===== src/rtl/obs_sprite_rom.sv =====
// Obstacle sprite ROM: one registered pixel per request, with a bird wing-flap frame counter.
// Optional build macro OBS_ROM_HFLIP_EN adds the i_hflip port for horizontal mirroring.
module obs_sprite_rom #(
  parameter int SPR_W    = 16,
  parameter int SPR_H    = 16,
  parameter int ANIM_DIV = 8,
  localparam int XW      = $clog2(SPR_W),
  localparam int YW      = $clog2(SPR_H)
) (
  input  logic          clk,
  input  logic          rst,
  input  logic          i_req_valid,
  input  logic [XW-1:0] i_x,
  input  logic [YW-1:0] i_y,
  input  logic [2:0]    i_obs_type,
  input  logic          i_frame_tick,
  input  logic          i_anim_run,
`ifdef OBS_ROM_HFLIP_EN
  input  logic          i_hflip,
`endif
  output logic          o_pix_valid,
  output logic          o_sprite_color,
  output logic          o_oob,
  output logic          o_anim_frame
);

  localparam int NPIX = SPR_W * SPR_H;
  localparam int IW   = $clog2(NPIX);
  localparam int CW   = $clog2(ANIM_DIV) + 1;

  typedef enum logic [2:0] {
    T_EMPTY, T_CAC_3, T_CAC_2, T_CAC_THICK_1,
    T_CAC_THICK_2, T_CAC_THIN, T_BIRD_LOW, T_BIRD_HIGH
  } obs_type_e;

  typedef enum int {SH_CAC3, SH_CAC2, SH_THICK, SH_THIN, SH_BIRD_A, SH_BIRD_B} shape_e;

  // Shapes are drawn from proportions of the sprite box so every SPR_W x SPR_H gets a sensible bitmap.
  function automatic logic [NPIX-1:0] draw(input shape_e s);
    logic [NPIX-1:0] bm;
    logic            on;
    bm = '0;
    for (int y = 0; y < SPR_H; y++) begin
      for (int x = 0; x < SPR_W; x++) begin
        case (s)
          SH_CAC3:   on = (x % 5 == 1) && (y >= SPR_H / 4);
          SH_CAC2:   on = (x % 6 == 2) || (y == SPR_H - 1);
          SH_THICK:  on = (x >= SPR_W / 4 && x < (3 * SPR_W) / 4) ||
                          (y == SPR_H / 3 && x >= (3 * SPR_W) / 4);
          SH_THIN:   on = (x == SPR_W / 2) || (y == SPR_H / 2 && x < SPR_W / 2);
          SH_BIRD_A: on = (y == SPR_H / 2) || (x == SPR_W / 3 && y < SPR_H / 2);
          default:   on = (y == SPR_H / 2) || (x == SPR_W / 3 && y > SPR_H / 2);
        endcase
        bm[y * SPR_W + x] = on;
      end
    end
    return bm;
  endfunction

  localparam logic [NPIX-1:0] BM_CAC3   = draw(SH_CAC3);
  localparam logic [NPIX-1:0] BM_CAC2   = draw(SH_CAC2);
  localparam logic [NPIX-1:0] BM_THICK  = draw(SH_THICK);
  localparam logic [NPIX-1:0] BM_THIN   = draw(SH_THIN);
  localparam logic [NPIX-1:0] BM_BIRD_A = draw(SH_BIRD_A);
  localparam logic [NPIX-1:0] BM_BIRD_B = draw(SH_BIRD_B);

  logic          released;
  logic [CW-1:0] anim_cnt;
  logic          in_range;
  logic          flip;
  logic [XW-1:0] x_eff;
  logic [IW-1:0] idx;
  logic          pix;

`ifdef OBS_ROM_HFLIP_EN
  assign flip = i_hflip;
`else
  assign flip = 1'b0;
`endif

  // NOTE: every variable gets a default at the top of always_comb so no path can infer a latch.
  always_comb begin
    in_range = ({1'b0, i_x} < (XW + 1)'(SPR_W)) && ({1'b0, i_y} < (YW + 1)'(SPR_H));
    x_eff    = flip ? (XW'(SPR_W - 1) - i_x) : i_x;
    idx      = '0;
    pix      = 1'b0;
    if (in_range) idx = IW'(i_y) * IW'(SPR_W) + IW'(x_eff);
    case (obs_type_e'(i_obs_type))
      T_CAC_3:                      pix = BM_CAC3[idx];
      T_CAC_2:                      pix = BM_CAC2[idx];
      T_CAC_THICK_1, T_CAC_THICK_2: pix = BM_THICK[idx];
      T_CAC_THIN:                   pix = BM_THIN[idx];
      T_BIRD_LOW, T_BIRD_HIGH:      pix = o_anim_frame ? BM_BIRD_B[idx] : BM_BIRD_A[idx];
      default:                      pix = 1'b0;
    endcase
  end

  // NOTE: state registers use non-blocking assignments so all flops update together at the edge.
  // The bitmaps are constants, not storage, so only the output and animation flops need reset.
  always_ff @(posedge clk or posedge rst) begin
    if (rst) begin
      released       <= 1'b0;
      o_pix_valid    <= 1'b0;
      o_sprite_color <= 1'b0;
      o_oob          <= 1'b0;
    end else begin
      // The first edge after release only arms the block; requests there are dropped.
      released       <= 1'b1;
      o_pix_valid    <= i_req_valid & released;
      o_sprite_color <= i_req_valid & released & in_range & pix;
      o_oob          <= i_req_valid & released & ~in_range;
    end
  end

  // Frame register is read by the pixel path above, so a coincident tick only affects later requests.
  always_ff @(posedge clk or posedge rst) begin
    if (rst) begin
      anim_cnt     <= '0;
      o_anim_frame <= 1'b0;
    end else if (i_frame_tick && i_anim_run) begin
      if (anim_cnt == CW'(ANIM_DIV - 1)) begin
        anim_cnt     <= '0;
        o_anim_frame <= ~o_anim_frame;
      end else begin
        anim_cnt <= anim_cnt + 1'b1;
      end
    end
  end

endmodule


===== config.mk =====
export PLATFORM = sky130hd
export DESIGN_NAME = obs_sprite_rom
export DESIGN_NICKNAME = d
export VERILOG_FILES = /design/src/rtl/obs_sprite_rom.sv
export SDC_FILE = /design/constraint.sdc
export NUM_CORES = 1
export LEC_CHECK = 0
export CAP_MARGIN = 40
export CORE_AREA = 8 8 45 47
export DETAILED_ROUTE_END_ITERATION = 10
export DIE_AREA = 0 0 53 55
export PLACE_DENSITY_LB_ADDON = 0.2
export SYNTH_ARGS = -nofsm -noshare
export SYNTH_HDL_FRONTEND = slang
export SYNTH_SLANG_ARGS = --single-unit
export TNS_END_PERCENT = 50

===== constraint.sdc =====
create_clock -name clk -period 3.5 [get_ports clk]
set_input_delay 0.7 -clock clk [delete_from_list [all_inputs] [get_ports clk]]
set_output_delay 0.7 -clock clk [all_outputs]
set_load 0.02 [all_outputs]

# ---- Word-level counts from Yosys, hierarchy flattened
# Memory sizes are Yosys's and may differ from the RTL's.
# Index checks and enable logic that the tools add are counted.
dict set report word_totals {
  input_bits 16
  elab_cells 38
  out_inout_bits 4
  memories 6
  rom_bits 1536
  reg_bits 8
}
# name words word_bits read_ports rd_clocked_by_memory_dff wr line
set memory_table {}
lappend memory_table {{(no name shown)} 256 1 1 0 0 93} ;# T_BIRD_LOW, T_BIRD_HIGH: pix = o_anim_frame ? BM_BIRD_B[idx] : BM_BIRD_A[idx];
lappend memory_table {{(no name shown)} 256 1 1 0 0 93}
lappend memory_table {{(no name shown)} 256 1 1 0 0 92} ;# T_CAC_THIN: pix = BM_THIN[idx];
lappend memory_table {{(no name shown)} 256 1 1 0 0 91} ;# T_CAC_THICK_1, T_CAC_THICK_2: pix = BM_THICK[idx];
lappend memory_table {{(no name shown)} 256 1 1 0 0 90} ;# T_CAC_2: pix = BM_CAC2[idx];
lappend memory_table {{(no name shown)} 256 1 1 0 0 89} ;# T_CAC_3: pix = BM_CAC3[idx];
dict set report op_classes {
  magnitude_cmp 1
  add_sub_neg 2
  n_eq_ne 8
  reduce_logical 4
  n_mux 9
  bitwise_logic 3
}
# op count
set op_table {}
lappend op_table {{$eq 3x3->1 const B} 4}
lappend op_table {{$lt 8x9->1 const B} 1}
lappend op_table {{$add 8x4->8} 1}
lappend op_table {{$mux 1} 7}
lappend op_table {{$eq 3x2->1 const B} 2}
lappend op_table {{$pmux 1 s5} 1}
lappend op_table {{$add 4x1->4 const B} 1}
lappend op_table {{$eq 4x3->1 const B} 1}
lappend op_table {{$mux 4} 1}
lappend op_table {{$reduce_or 2->1} 2}
lappend op_table {{$eq 3x1->1 const B} 1}
lappend op_table {{$and 1x1->1} 2}
lappend op_table {{$reduce_and 2->1} 1}
lappend op_table {{$logic_and 1x1->1} 1}
lappend op_table {{$not 1->1} 1}

# ---- Logic depth before layout (Yosys ltp)
# Gate-level depths: netlist of run 1.
dict set report depth {
  depth_word 6
  ltp_mapped 7
  mapped_depth_nobuf 7
}

# ---- Worst setup path before layout of run 1
# No wires, ideal clock.
dict set report synth_timing {
  kind {input to register}
  startpoint {input i_y[0]}
  endpoint {register o_sprite_color}
  setup_time_ns 0.082
  required_ns 3.418
  setup_slack_ns 1.746
  path_buffers 0
  arrival_time_ns 1.672
  cell_stages 5
  path_cell_list {or4b_1 > o2bb2ai_1 > and3b_1 > o31ai_1 > a31oi_1}
}
dict set report synth_between {
  elab_chain_cells 6
  elab_cells_between_ends 16
  classes_between {add/sub (1); mux (8); bitwise (1); memory (6)}
}
# element line
set synth_rtl {}
lappend synth_rtl {{start: declaration} 14} ;# input logic [YW-1:0] i_y,
lappend synth_rtl {{$add 8x4->8 (*)} 87} ;# if (in_range) idx = IW'(i_y) * IW'(SPR_W) + IW'(x_eff);
lappend synth_rtl {{$mem_v2 256x1} -}
lappend synth_rtl {{$mux 1 (implied by the code)} 93}
lappend synth_rtl {{$mux 1} 93}
lappend synth_rtl {{$pmux 1 s5 (*)} 88} ;# case (obs_type_e'(i_obs_type))
lappend synth_rtl {{$and 1x1->1 (*)} 110} ;# o_sprite_color <= i_req_valid & released & in_range & pix;
lappend synth_rtl {{end signal: assignment} 110}
lappend synth_rtl {{end: declaration} 22} ;# output logic o_sprite_color,
# Mark *: on every way between the ends. The rest lies on a longest branch, timed or not. The select of a mux whose other input is x is not followed.
# A chain may end at the register's enable or synchronous reset.

# ---- Worst setup path in the final report of run 1
dict set report layout_timing {
  startpoint {input i_x[2]}
  endpoint {register o_sprite_color}
}
dict set report layout_between {
  elab_chain_cells 6
  elab_cells_between_ends 16
  classes_between {add/sub (1); mux (8); bitwise (1); memory (6)}
}
# element line
set layout_rtl {}
lappend layout_rtl {{start: declaration} 13} ;# input logic [XW-1:0] i_x,
lappend layout_rtl {{$add 8x4->8 (*)} 87}
lappend layout_rtl {{$mem_v2 256x1} -}
lappend layout_rtl {{$mux 1 (implied by the code)} 93}
lappend layout_rtl {{$mux 1} 93}
lappend layout_rtl {{$pmux 1 s5 (*)} 88}
lappend layout_rtl {{$and 1x1->1 (*)} 110}
# Marks and branches as above.

==> results.ini, run 1 <==
[pwr]
combinationalPowerShare_pct = 34.0
netSwitchingPower_mw = 0.0980
power.clock.fraction_pct = 20.9
power_density_mw_per_mm2 = 418
max-vdd-ir-drop_uv = 277
intPower_mw = 0.222
sequentialPowerShare_pct = 45.1
switching_power_share_of_the_total_pct = 30.6
total_leakage_power_nw = 0.318

[routing]
detail_route.iter0.violations = 10
post_route_wl_um = 1120
drtPass1Iterations = 4
final_antenna_net_count = 0
route.vias.total = 501
detail_route.drc_violations = 0
vias_cell = 5.27
wl_per_cell_um = 11.8

[clocking]
tritoncts = yes
clk-insertion-delay-late_ns = 0.25
number_of_hold_buffers_added_after_cts = 0
cts-root-to-sink-buffers = 2
tritoncts_num_sinks = 8
cts.clk_slew.worst_paths_ns = 0.05
number_of_buffers_created_by_cts = 3
cts_resized = 0
clock-root-buffer = sky130_fd_sc_hd__clkbuf_4
cts_post_setup_buffers_inserted = 0
htreeDepth = 1

[worst_setup_path]
critical_path_start_end_classification = in2reg
path_delay_family = buffers and inverters
arrival_ns = 2.21
reg2reg_slack_ns = 2.23
cp_peak_stage_delay_ns = 0.57
critPathBufInv = 2
start_kind = input pin
crit_required_ns = 3.62
worstPathCellList = clkdlybuf4s50_1 > inv_1 > ha_1 > mux2i_1 > nor3b_1 > o31ai_1 > a31oi_1
timing.critical_path.slowest_stage_cell = sky130_fd_sc_hd__clkdlybuf4s50_1
endpoint_kind = flip-flop
path_max_fanout = 6

[synthesis]
synth.distinct_cells = 32
ys_seq_elements = 8
dominantRegCellSynth = sky130_fd_sc_hd__dfrtp_1
ys_async_sr_fraction_pct = 100
yosys_warnings = 0
avgSynthCellArea_um2 = 9.33
syn_nets = 77
synth_edf_count = 0
yosysSeqAreaShare_pct = 36.4
syn-instance-count = 59
mappedNetlistArea_um2 = 551

[grt]
number_of_global_route_vias_before_repair = 474
grt_use_met2_pct = 11.9
number_of_antenna_violations_at_the_first_check_in_global_routing = 0
global_route.usage.total_pct = 9.29
met3_usage_pct = 6.15
globalRouteMet1Util_pct = 12.2
busiest_layer_in_global_routing = met1
grt_pass1_wl_um = 2010
globalRoute.totalOverflow = 0
maximum_number_of_pins_on_one_net_before_global_route_repair = 9

[sta]
setup_slack_ns = 1.41
rsz_0062_raised_after_global_routing = false
setup_skew_after_layout_ns = 0.00319
setup_total_negative_slack_ns = 0
final_min_period_over_clock_period_pct = 59.6
setup_violations_final = 0
post-route-min-period_ns = 2.09
timing.fmax_ghz = 0.479
timing_max_transition_violations_final = 0
report.final.hold_viol_count = 0

[layout]
layout_overhead_on_the_synthesized_area_pct = 39.1
layout.cells.most_common_list = 18 x sky130_fd_sc_hd__clkdlybuf4s50_1, 8 x sky130_fd_sc_hd__dfrtp_1, 4 x sky130_fd_sc_hd__inv_1, 4 x sky130_fd_sc_hd__nor2_1
final_antenna_diode_count = 0
commonest_non_fill_non_tap_cell_in_the_layout = sky130_fd_sc_hd__clkdlybuf4s50_1
post_route_cells_drive_above_1_share_pct = 6.33
nets = 99

[hold_path]
min-delay-path-class = reg2reg

[flow_run]
drv.max_cap_violation_count = 0

[placement]
gp_congestion = 0.886
hpwlAfterDp_um = 936
dp_slack_ns = 1.13
io_buffer_count = 18

[floorplan]
fp-row-count = 14
die_width_um = 53
die_h_um = 55
placeableCoreArea_mm2 = 0.00138
floorplan.die_area_mm2 = 0.00292
floorplan.initialDensity_pct = 39.8
num_ports = 20

[run_status]
status = completed

==> area by class of cell <==
cell class	instances	area, µm²
repair buffers	18	180
inverters	4	15.0
well taps	16	20.0
clock buffers	3	22.5
flip-flops and latches	8	200
fillers	133	618
multi-input cells	46	328
==> per-stage QoR <==
step | utilization (%) | area (µm²) | std cells | power [mW] | hold WS [ns]
after detailed placement | 53.7 | 743 | 92 | 0.256 | 0.482
after floorplan | - | 551 | 59 | 0.207 | 0.450
after CTS | 55.3 | 766 | 95 | 0.325 | 0.493
after global placement | 53.7 | 743 | 92 | 0.254 | 0.478
after global routing | 55.3 | 766 | 95 | 0.352 | 0.514
final | 55.3 | 766 | 95 | 0.320 | 0.488
==> state kept, by name (all words and copies together) (netlist names) <==
signal and cells:
o_anim_frame 1, o_sprite_color 1, o_pix_valid 1, anim_cnt 4, released 1
==> worst reg2reg max path: cells and delay by family, from the launching register on <==
family | cells | cell delay [ns]
and+or+nand+nor | 2 | 0.57
DFF | 1 | 0.41
adders and majority gates | 1 | 0.24
==> path summary, 6_finish.rpt <==
check / startpoint / end / cells after the start
worst max-delay path: i_x[2] / o_sprite_color / 7
worst min-delay path: released / o_pix_valid / 1
worst max register to register: anim_cnt[0] / anim_cnt[3] / 3
worst min register to register: released / o_pix_valid / 1
max in group asynchronous: rst / anim_cnt[1] / 2
min in group asynchronous: rst / anim_cnt[2] / 2
==> cell usage after synthesis (2+ instances only) <==
cell / n / area (µm²)
sky130_fd_sc_hd__xnor2_1: 3 / 26.3
sky130_fd_sc_hd__nand3_1: 3 / 15.0
sky130_fd_sc_hd__mux2i_1: 2 / 20.0
sky130_fd_sc_hd__dfrtp_1: 8 / 200
sky130_fd_sc_hd__nand2_1: 2 / 7.51
sky130_fd_sc_hd__o21ai_0: 3 / 15.0
sky130_fd_sc_hd__nor3b_1: 2 / 15.0
sky130_fd_sc_hd__inv_1: 4 / 15.0
sky130_fd_sc_hd__ha_1: 2 / 25.0
sky130_fd_sc_hd__nor2b_1: 2 / 12.5
sky130_fd_sc_hd__nor2_1: 4 / 15.0
sky130_fd_sc_hd__conb_1: 2 / 7.51
sky130_fd_sc_hd__nand4_1: 2 / 12.5
sky130_fd_sc_hd__o31ai_1: 2 / 15.0
==> per-layer routing <==
metal / vias up / share of wire, %
met5: - / 0
met4: 0 / 1.7
met3: 2 / 12
met2: 24 / 42
met1: 218 / 45
li1: 257 / -
==> cells by family after synthesis <==
family                   synth area share (%)
AND/OR/NAND/NOR                          29.1
AO/OA/AOI/OAI                            12.5
flip-flops                               36.4
buffers and inverters                    4.09
XOR/XNOR                                 6.36
multiplexers                             5.68
adder cells (fa/ha/maj)                  4.54
other                                    1.36
==> power groups by stage <==
stage                     registers [mW]  clock network, mW  logic (mW)
final                              0.144             0.0670       0.109
after CTS                          0.144             0.0704       0.111
after detailed placement           0.146                  0       0.110
after global placement             0.145                  0       0.110
after global routing               0.149             0.0775       0.126
after floorplan                    0.149                  0      0.0578
(Power assumes the default switching activity.)
==> inputs of run 2 (changes only) <==
--- a/config.mk
+++ b/config.mk
@@ -6,9 +6,9 @@
 export NUM_CORES = 1
 export LEC_CHECK = 0
 export CAP_MARGIN = 40
-export CORE_AREA = 8 8 45 47
+export CORE_MARGIN = 8
+export CORE_UTILIZATION = 38
 export DETAILED_ROUTE_END_ITERATION = 10
-export DIE_AREA = 0 0 53 55
 export PLACE_DENSITY_LB_ADDON = 0.2
 export SYNTH_ARGS = -nofsm -noshare
 export SYNTH_HDL_FRONTEND = slang
==> constraint.sdc (replaced) <==
create_clock -name clk -period 1.7 [get_ports clk]
set_input_delay 0.34 -clock clk [delete_from_list [all_inputs] [get_ports clk]]
set_output_delay 0.34 -clock clk [all_outputs]
set_load 0.02 [all_outputs]
==> results.ini, run 2 (synthesized netlist as in run 1, its figures left out) <==
[placement]
gp_congestion = 0.757  ; was 0.886
io_buffer_count = 18  ; unchanged
hpwlAfterDp_um = 987  ; was 936 µm
placedInstanceArea_um2 = 779  ; was 743 µm²

[clocking]
htreeDepth = 1  ; unchanged
cts.clk_slew.worst_paths_ns = 0.06  ; was 0.05 ns
tritoncts_num_sinks = 8  ; unchanged
tritoncts = yes  ; unchanged
number_of_buffers_created_by_cts = 3  ; unchanged
number_of_hold_buffers_added_after_cts = 0  ; unchanged
clk-insertion-delay-late_ns = 0.25  ; about the same
clock-root-buffer = sky130_fd_sc_hd__clkbuf_4  ; unchanged
cts-root-to-sink-buffers = 2  ; unchanged

[pwr]
total_leakage_power_nw = 0.374  ; was 0.318 nW
combinationalPowerShare_pct = 35.3  ; was 34.0%
intPower_mw = 0.467  ; was 0.222 mW
sequentialPowerShare_pct = 44.2  ; was 45.1%
power.clock.fraction_pct = 20.5  ; was 20.9%
netSwitchingPower_mw = 0.200  ; was 0.0980 mW
power_mw = 0.667  ; was 0.320 mW
power_density_mw_per_mm2 = 810  ; was 418 mW/mm²
max-vdd-ir-drop_uv = 357  ; was 277 µV
switching_power_share_of_the_total_pct = 30.0  ; was 30.6%

[routing]
wl_per_cell_um = 11.6  ; was 11.8 µm
drtPass1Iterations = 4  ; unchanged
route.vias.total = 512  ; was 501
met3_wirelength_um = 100  ; was 129 µm
post_route_wl_um = 1150  ; was 1120 µm
wl_met1_um = 512  ; was 504 µm
detail_route.drc_violations = 0  ; unchanged
wl_met2_um = 518  ; was 466 µm
vias_cell = 5.17  ; was 5.27
detail_route.iter0.violations = 7  ; was 10
maxUsedRoutingLayer = met4  ; unchanged
final_antenna_net_count = 0  ; unchanged

[worst_setup_path]
arrival_ns = 1.81  ; was 2.21 ns
worstPathCellList = clkdlybuf4s50_1 > or4b_4 > o2bb2ai_2 > and3b_1 > o31ai_1 > a31oi_1  ; was clkdlybuf4s50_1 > inv_1 > ha_1 > mux2i_1 > nor3b_1 > o31ai_1 > a31oi_1
path_max_fanout = 3  ; was 6
crit_required_ns = 1.86  ; was 3.62 ns
critical_path_start_end_classification = in2reg  ; unchanged
start_kind = input pin  ; unchanged
timing.critical_path.slowest_stage_cell = sky130_fd_sc_hd__or4b_4  ; was sky130_fd_sc_hd__clkdlybuf4s50_1
cp_peak_stage_delay_ns = 0.56  ; was 0.57 ns
endpoint_kind = flip-flop  ; unchanged

[layout]
fin_area_um2 = 823  ; was 766 µm²
commonest_non_fill_non_tap_cell_in_the_layout = sky130_fd_sc_hd__clkdlybuf4s50_1  ; unchanged
nets = 104  ; was 99
largest_register_by_flop_count = anim_cnt  ; unchanged
finalCoreUtilization_pct = 61.7  ; was 55.3%
final_antenna_diode_count = 0  ; unchanged
num-fill-cells = 112  ; was 133
largest_register_ff_count = 4  ; unchanged
layout.cells.most_common_list = 15 x sky130_fd_sc_hd__clkdlybuf4s50_1, 8 x sky130_fd_sc_hd__dfrtp_1, 5 x sky130_fd_sc_hd__buf_4  ; was 18 x sky130_fd_sc_hd__clkdlybuf4s50_1, 8 x sky130_fd_sc_hd__dfrtp_1, 4 x sky130_fd_sc_hd__inv_1, 4 x sky130_fd_sc_hd__nor2_1
layout_overhead_on_the_synthesized_area_pct = 49.5  ; was 39.1%
post_route_cells_drive_above_1_share_pct = 15.5  ; was 6.33%

[hold_path]
min-delay-path-class = in2async  ; was reg2reg

[run_status]
status = completed  ; unchanged

[sta]
rsz_0062_raised_after_global_routing = false  ; unchanged
report.final.hold_viol_count = 0  ; unchanged
setup_skew_after_layout_ns = 0.00859  ; was 0.00319 ns
timing_max_transition_violations_final = 0  ; unchanged
post-route-min-period_ns = 1.65
worst_hold_margin_ns = 0.332  ; was 0.488 ns
final_min_period_over_clock_period_pct = 97.1
setup_violations_final = 0  ; unchanged
setup_total_negative_slack_ns = 0  ; unchanged
timing.fmax_ghz = 0.606

[floorplan]
num_ports = 20  ; unchanged
floorplan.initialDensity_pct = 41.3  ; was 39.8%
fp-row-count = 13  ; was 14
die_width_um = 54.1  ; was 53 µm
placeableCoreArea_mm2 = 0.00133  ; was 0.00138 mm²
die_h_um = 54.1  ; was 55 µm
floorplan.die_area_mm2 = 0.00292  ; about the same

[grt]
number_of_global_route_vias_before_repair = 475  ; was 474
number_of_antenna_violations_at_the_first_check_in_global_routing = 0  ; unchanged
globalRoute.totalOverflow = 0  ; unchanged
maximum_number_of_pins_on_one_net_before_global_route_repair = 9  ; unchanged
global_route.usage.total_pct = 8.25  ; was 9.29%
grt_pass1_wl_um = 1840  ; was 2010 µm

[flow_run]
drv.max_cap_violation_count = 0  ; unchanged

==> run 2: power groups by stage <==
stage / clock (mW) / combinational [mW] / sequential (mW)
2_1_floorplan: 0 / 0.119 / 0.306
3_3_place_gp: 0 / 0.231 / 0.298
3_5_place_dp: 0 / 0.233 / 0.299
4_1_cts: 0.139 / 0.235 / 0.296
5_1_grt: 0.152 / 0.263 / 0.303
6_report: 0.137 / 0.235 / 0.295
==> run 2: stage by stage <==
stage | setup WS [ns] | instances
6_report | 0.0489 | 99
5_1_grt | 0.0116 | 99
4_1_cts | 0.0255 | 99
3_5_place_dp | -0.224 | 96
3_3_place_gp | -0.205 | 96
2_1_floorplan | 0.306 | 59
==> run 2: path summary, 6_finish.rpt <==
kind                                  start        endpoint  slack, ns  depth (start not counted)
worst max-delay path                 i_y[0]  o_sprite_color       0.05                          6
worst min-delay path                    rst     anim_cnt[3]       0.33                          2
worst max register to register  anim_cnt[0]     anim_cnt[3]       0.42                          3
worst min register to register     released     o_pix_valid       0.48                          1
max in group asynchronous               rst     o_pix_valid       1.13                          2
min in group clk                   released     o_pix_valid       0.48                          1
==> run 2: critical path: cells and delay by family <==
kind,cells,cell delay [ns]
AOI/OAI and AO/OA,3,0.31
buffers and inverters,1,0.43
and+or+nand+nor,2,0.72
==> run 2: cell type report <==
| class | instances | area [µm²] | area share (%) |
|---|---|---|---|
| timing repair buffer | 23 | 225 | 27.4 |
| clock buffer | 3 | 22.5 | 2.74 |
| inverter | 4 | 15.0 | 1.82 |
| tap | 15 | 18.8 | 2.28 |
| sequential | 8 | 200 | 24.3 |
| multi-input combinational | 46 | 342 | 41.5 |
==> run 2: timing repair <==
| action | in CTS | in global routing |
|---|---|---|
| setup endpoints to repair | 0 | 1 |
| buffers inserted | 0 | 0 |
| hold endpoints to repair | 0 | 0 |
| gates resized for setup | 0 | 6 |
==> run 2: routing by layer <==
layer,vias to the layer above,global-route usage [%]
met5,-,0
met4,0,6.15
met3,2,2.75
met2,15,12.4
met1,229,9.55
li1,266,-
==> inputs of run 3 (changes only) <==
--- a/config.mk
+++ b/config.mk
@@ -7,9 +7,12 @@
 export LEC_CHECK = 0
 export CAP_MARGIN = 40
 export CORE_MARGIN = 8
-export CORE_UTILIZATION = 38
+export CORE_UTILIZATION = 40
+export CTS_BUF_LIST = sky130_fd_sc_hd__clkbuf_4 sky130_fd_sc_hd__clkbuf_8
 export DETAILED_ROUTE_END_ITERATION = 10
+export GPL_TIMING_DRIVEN = 0
 export PLACE_DENSITY_LB_ADDON = 0.2
+export SKIP_LAST_GASP = 1
 export SYNTH_ARGS = -nofsm -noshare
 export SYNTH_HDL_FRONTEND = slang
 export SYNTH_SLANG_ARGS = --single-unit
==> results.ini, run 3 (synthesized netlist as in run 1, its figures left out) <==
[worst_setup_path]
critPathBufInv = 1  ; unchanged
start_kind = flip-flop  ; was input pin
path_delay_family = buffers and inverters  ; was simple AND/OR/NAND/NOR gates
endpoint_kind = primary output  ; was flip-flop
reg2reg_slack_ns = 0.41  ; was 0.42 ns
path_max_fanout = 3  ; unchanged
arrival_ns = 1.30  ; was 1.81 ns
cp_peak_stage_delay_ns = 0.63  ; was 0.56 ns
timing.critical_path.slowest_stage_cell = sky130_fd_sc_hd__clkdlybuf4s50_1  ; was sky130_fd_sc_hd__or4b_4
crit_required_ns = 1.36  ; was 1.86 ns
critical_path_start_end_classification = reg2out  ; was in2reg
worstPathCellList = clkdlybuf4s50_1  ; was clkdlybuf4s50_1 > or4b_4 > o2bb2ai_2 > and3b_1 > o31ai_1 > a31oi_1

[clocking]
tritoncts_num_sinks = 8  ; unchanged
tritoncts = yes  ; unchanged
clk-insertion-delay-late_ns = 0.25  ; about the same
cts.clk_slew.worst_paths_ns = 0.06  ; about the same
htreeDepth = 1  ; unchanged
cts-root-to-sink-buffers = 2  ; unchanged
number_of_hold_buffers_added_after_cts = 0  ; unchanged
cts_post_setup_buffers_inserted = 0  ; unchanged
clock-root-buffer = sky130_fd_sc_hd__clkbuf_4  ; unchanged
number_of_buffers_created_by_cts = 3  ; unchanged

[flow_run]
drv.max_cap_violation_count = 0  ; unchanged

[grt]
number_of_antenna_violations_at_the_first_check_in_global_routing = 0  ; unchanged
maximum_number_of_pins_on_one_net_before_global_route_repair = 9  ; unchanged
number_of_global_route_vias_before_repair = 549  ; was 475
global_route.usage.total_pct = 10.2  ; was 8.25%
globalRoute.totalOverflow = 0  ; unchanged
grt_pass1_wl_um = 2170  ; was 1840 µm

[placement]
io_buffer_count = 18  ; unchanged
place.detailed.instances = 92  ; was 96
hpwlAfterDp_um = 1040  ; was 987 µm
placedInstanceArea_um2 = 749  ; was 779 µm²
gp_congestion = 0.756  ; was 0.757
dp_slack_ns = -0.290  ; was -0.224 ns

[sta]
timing_max_transition_violations_final = 0  ; unchanged
timing.fmax_ghz = 0.611  ; was 0.606 GHz
setup_skew_after_layout_ns = 0.00928  ; was 0.00859 ns
setup_violations_final = 0  ; unchanged
report.final.hold_viol_count = 0  ; unchanged
setup_slack_ns = 0.0639  ; was 0.0489 ns
post-route-min-period_ns = 1.64  ; was 1.65 ns
final_min_period_over_clock_period_pct = 96.2  ; was 97.1%

[layout]
layout.cells.most_common_list = 11 x sky130_fd_sc_hd__clkdlybuf4s50_1, 8 x sky130_fd_sc_hd__dfrtp_1, 4 x sky130_fd_sc_hd__inv_1, 4 x sky130_fd_sc_hd__nor2_1, 4 x sky130_fd_sc_hd__dlymetal6s2s_1  ; was 15 x sky130_fd_sc_hd__clkdlybuf4s50_1, 8 x sky130_fd_sc_hd__dfrtp_1, 5 x sky130_fd_sc_hd__buf_4
nets = 100  ; was 104
layout_overhead_on_the_synthesized_area_pct = 45.0  ; was 49.5%
fin_area_um2 = 798  ; was 823 µm²
commonest_non_fill_non_tap_cell_in_the_layout = sky130_fd_sc_hd__clkdlybuf4s50_1  ; unchanged
num-fill-cells = 129  ; was 112
post_route_cells_drive_above_1_share_pct = 12.5  ; was 15.5%
final_antenna_diode_count = 0  ; unchanged
largest_register_by_flop_count = anim_cnt  ; unchanged
final_cell_count_no_fill = 95  ; was 99
largest_register_ff_count = 4  ; unchanged

[routing]
detail_route.iter0.violations = 21  ; was 7
drtPass1Iterations = 3  ; was 4
final_antenna_net_count = 0  ; unchanged
route.vias.total = 528  ; was 512
detail_route.drc_violations = 0  ; unchanged
post_route_wl_um = 1320  ; was 1150 µm
wl_per_cell_um = 13.8  ; was 11.6 µm
vias_cell = 5.56  ; was 5.17

[floorplan]
die_h_um = 53.1  ; was 54.1 µm
floorplan.die_area_mm2 = 0.00282  ; was 0.00292 mm²
die_width_um = 53.1  ; was 54.1 µm
placeableCoreArea_mm2 = 0.00130  ; was 0.00133 mm²
floorplan.initialDensity_pct = 42.3  ; was 41.3%
fp-row-count = 13  ; unchanged
num_ports = 20  ; unchanged

[pwr]
total_leakage_power_nw = 0.369  ; was 0.374 nW
power_density_mw_per_mm2 = 848  ; was 810 mW/mm²
max-vdd-ir-drop_uv = 325  ; was 357 µV

[hold_path]
min-delay-path-class = in2async  ; unchanged

[run_status]
status = completed  ; unchanged

==> run 3: per-stage QoR <==
| step | setup TNS (ns) | util [%] | power, mW | hold slack (ns) |
|---|---|---|---|---|
| after detailed placement | -0.290 | 57.6 | 0.539 | 0.475 |
| final | 0 | 61.3 | 0.677 | 0.326 |
| after CTS | 0 | 59.0 | 0.682 | 0.334 |
| after floorplan | 0 | - | 0.425 | 0.156 |
| after global placement | -0.291 | 57.6 | 0.525 | 0.476 |
| after global routing | -0.00192 | 61.3 | 0.729 | 0.381 |
==> run 3: timing repair <==
item,in CTS,in global routing
cloned,0,0
setup endpoints to repair,1,1
pin swaps,0,4
resized for setup,3,8
==> run 3: path summary, 6_finish.rpt <==
path / endpoint / depth (start not counted) / startpoint
max reg2reg: anim_cnt[3] / 3 / anim_cnt[0]
max in group asynchronous: anim_cnt[1] / 2 / rst
min in group clk: o_pix_valid / 1 / released
min: anim_cnt[0] / 2 / rst
min reg2reg: o_pix_valid / 1 / released
max: o_anim_frame / 1 / o_anim_frame
==> run 3: cell type report <==
type	count	area (µm²)	area share [%]
plain buffers	1	7.51	0.940
clock buffers	3	22.5	2.82
inverters	4	15.0	1.88
multi-input cells	46	348	43.6
flip-flops and latches	8	200	25.1
well taps	15	18.8	2.35
repair buffers	18	186	23.4
==> run 3: layer usage <==
metal	vias up	routed length (µm)	global-route usage (%)
met1	256	563	9.81
met5	-	0	0
li1	261	-	-
met2	11	716	18.0
met3	0	36	3.64
met4	0	0	6.72
==> run 3: where the power goes <==
group / total [mW] / switching [mW] / internal (mW)
registers: 0.300 / 0.0521 / 0.248
logic: 0.235 / 0.104 / 0.131
clock network: 0.142 / 0.0614 / 0.0806
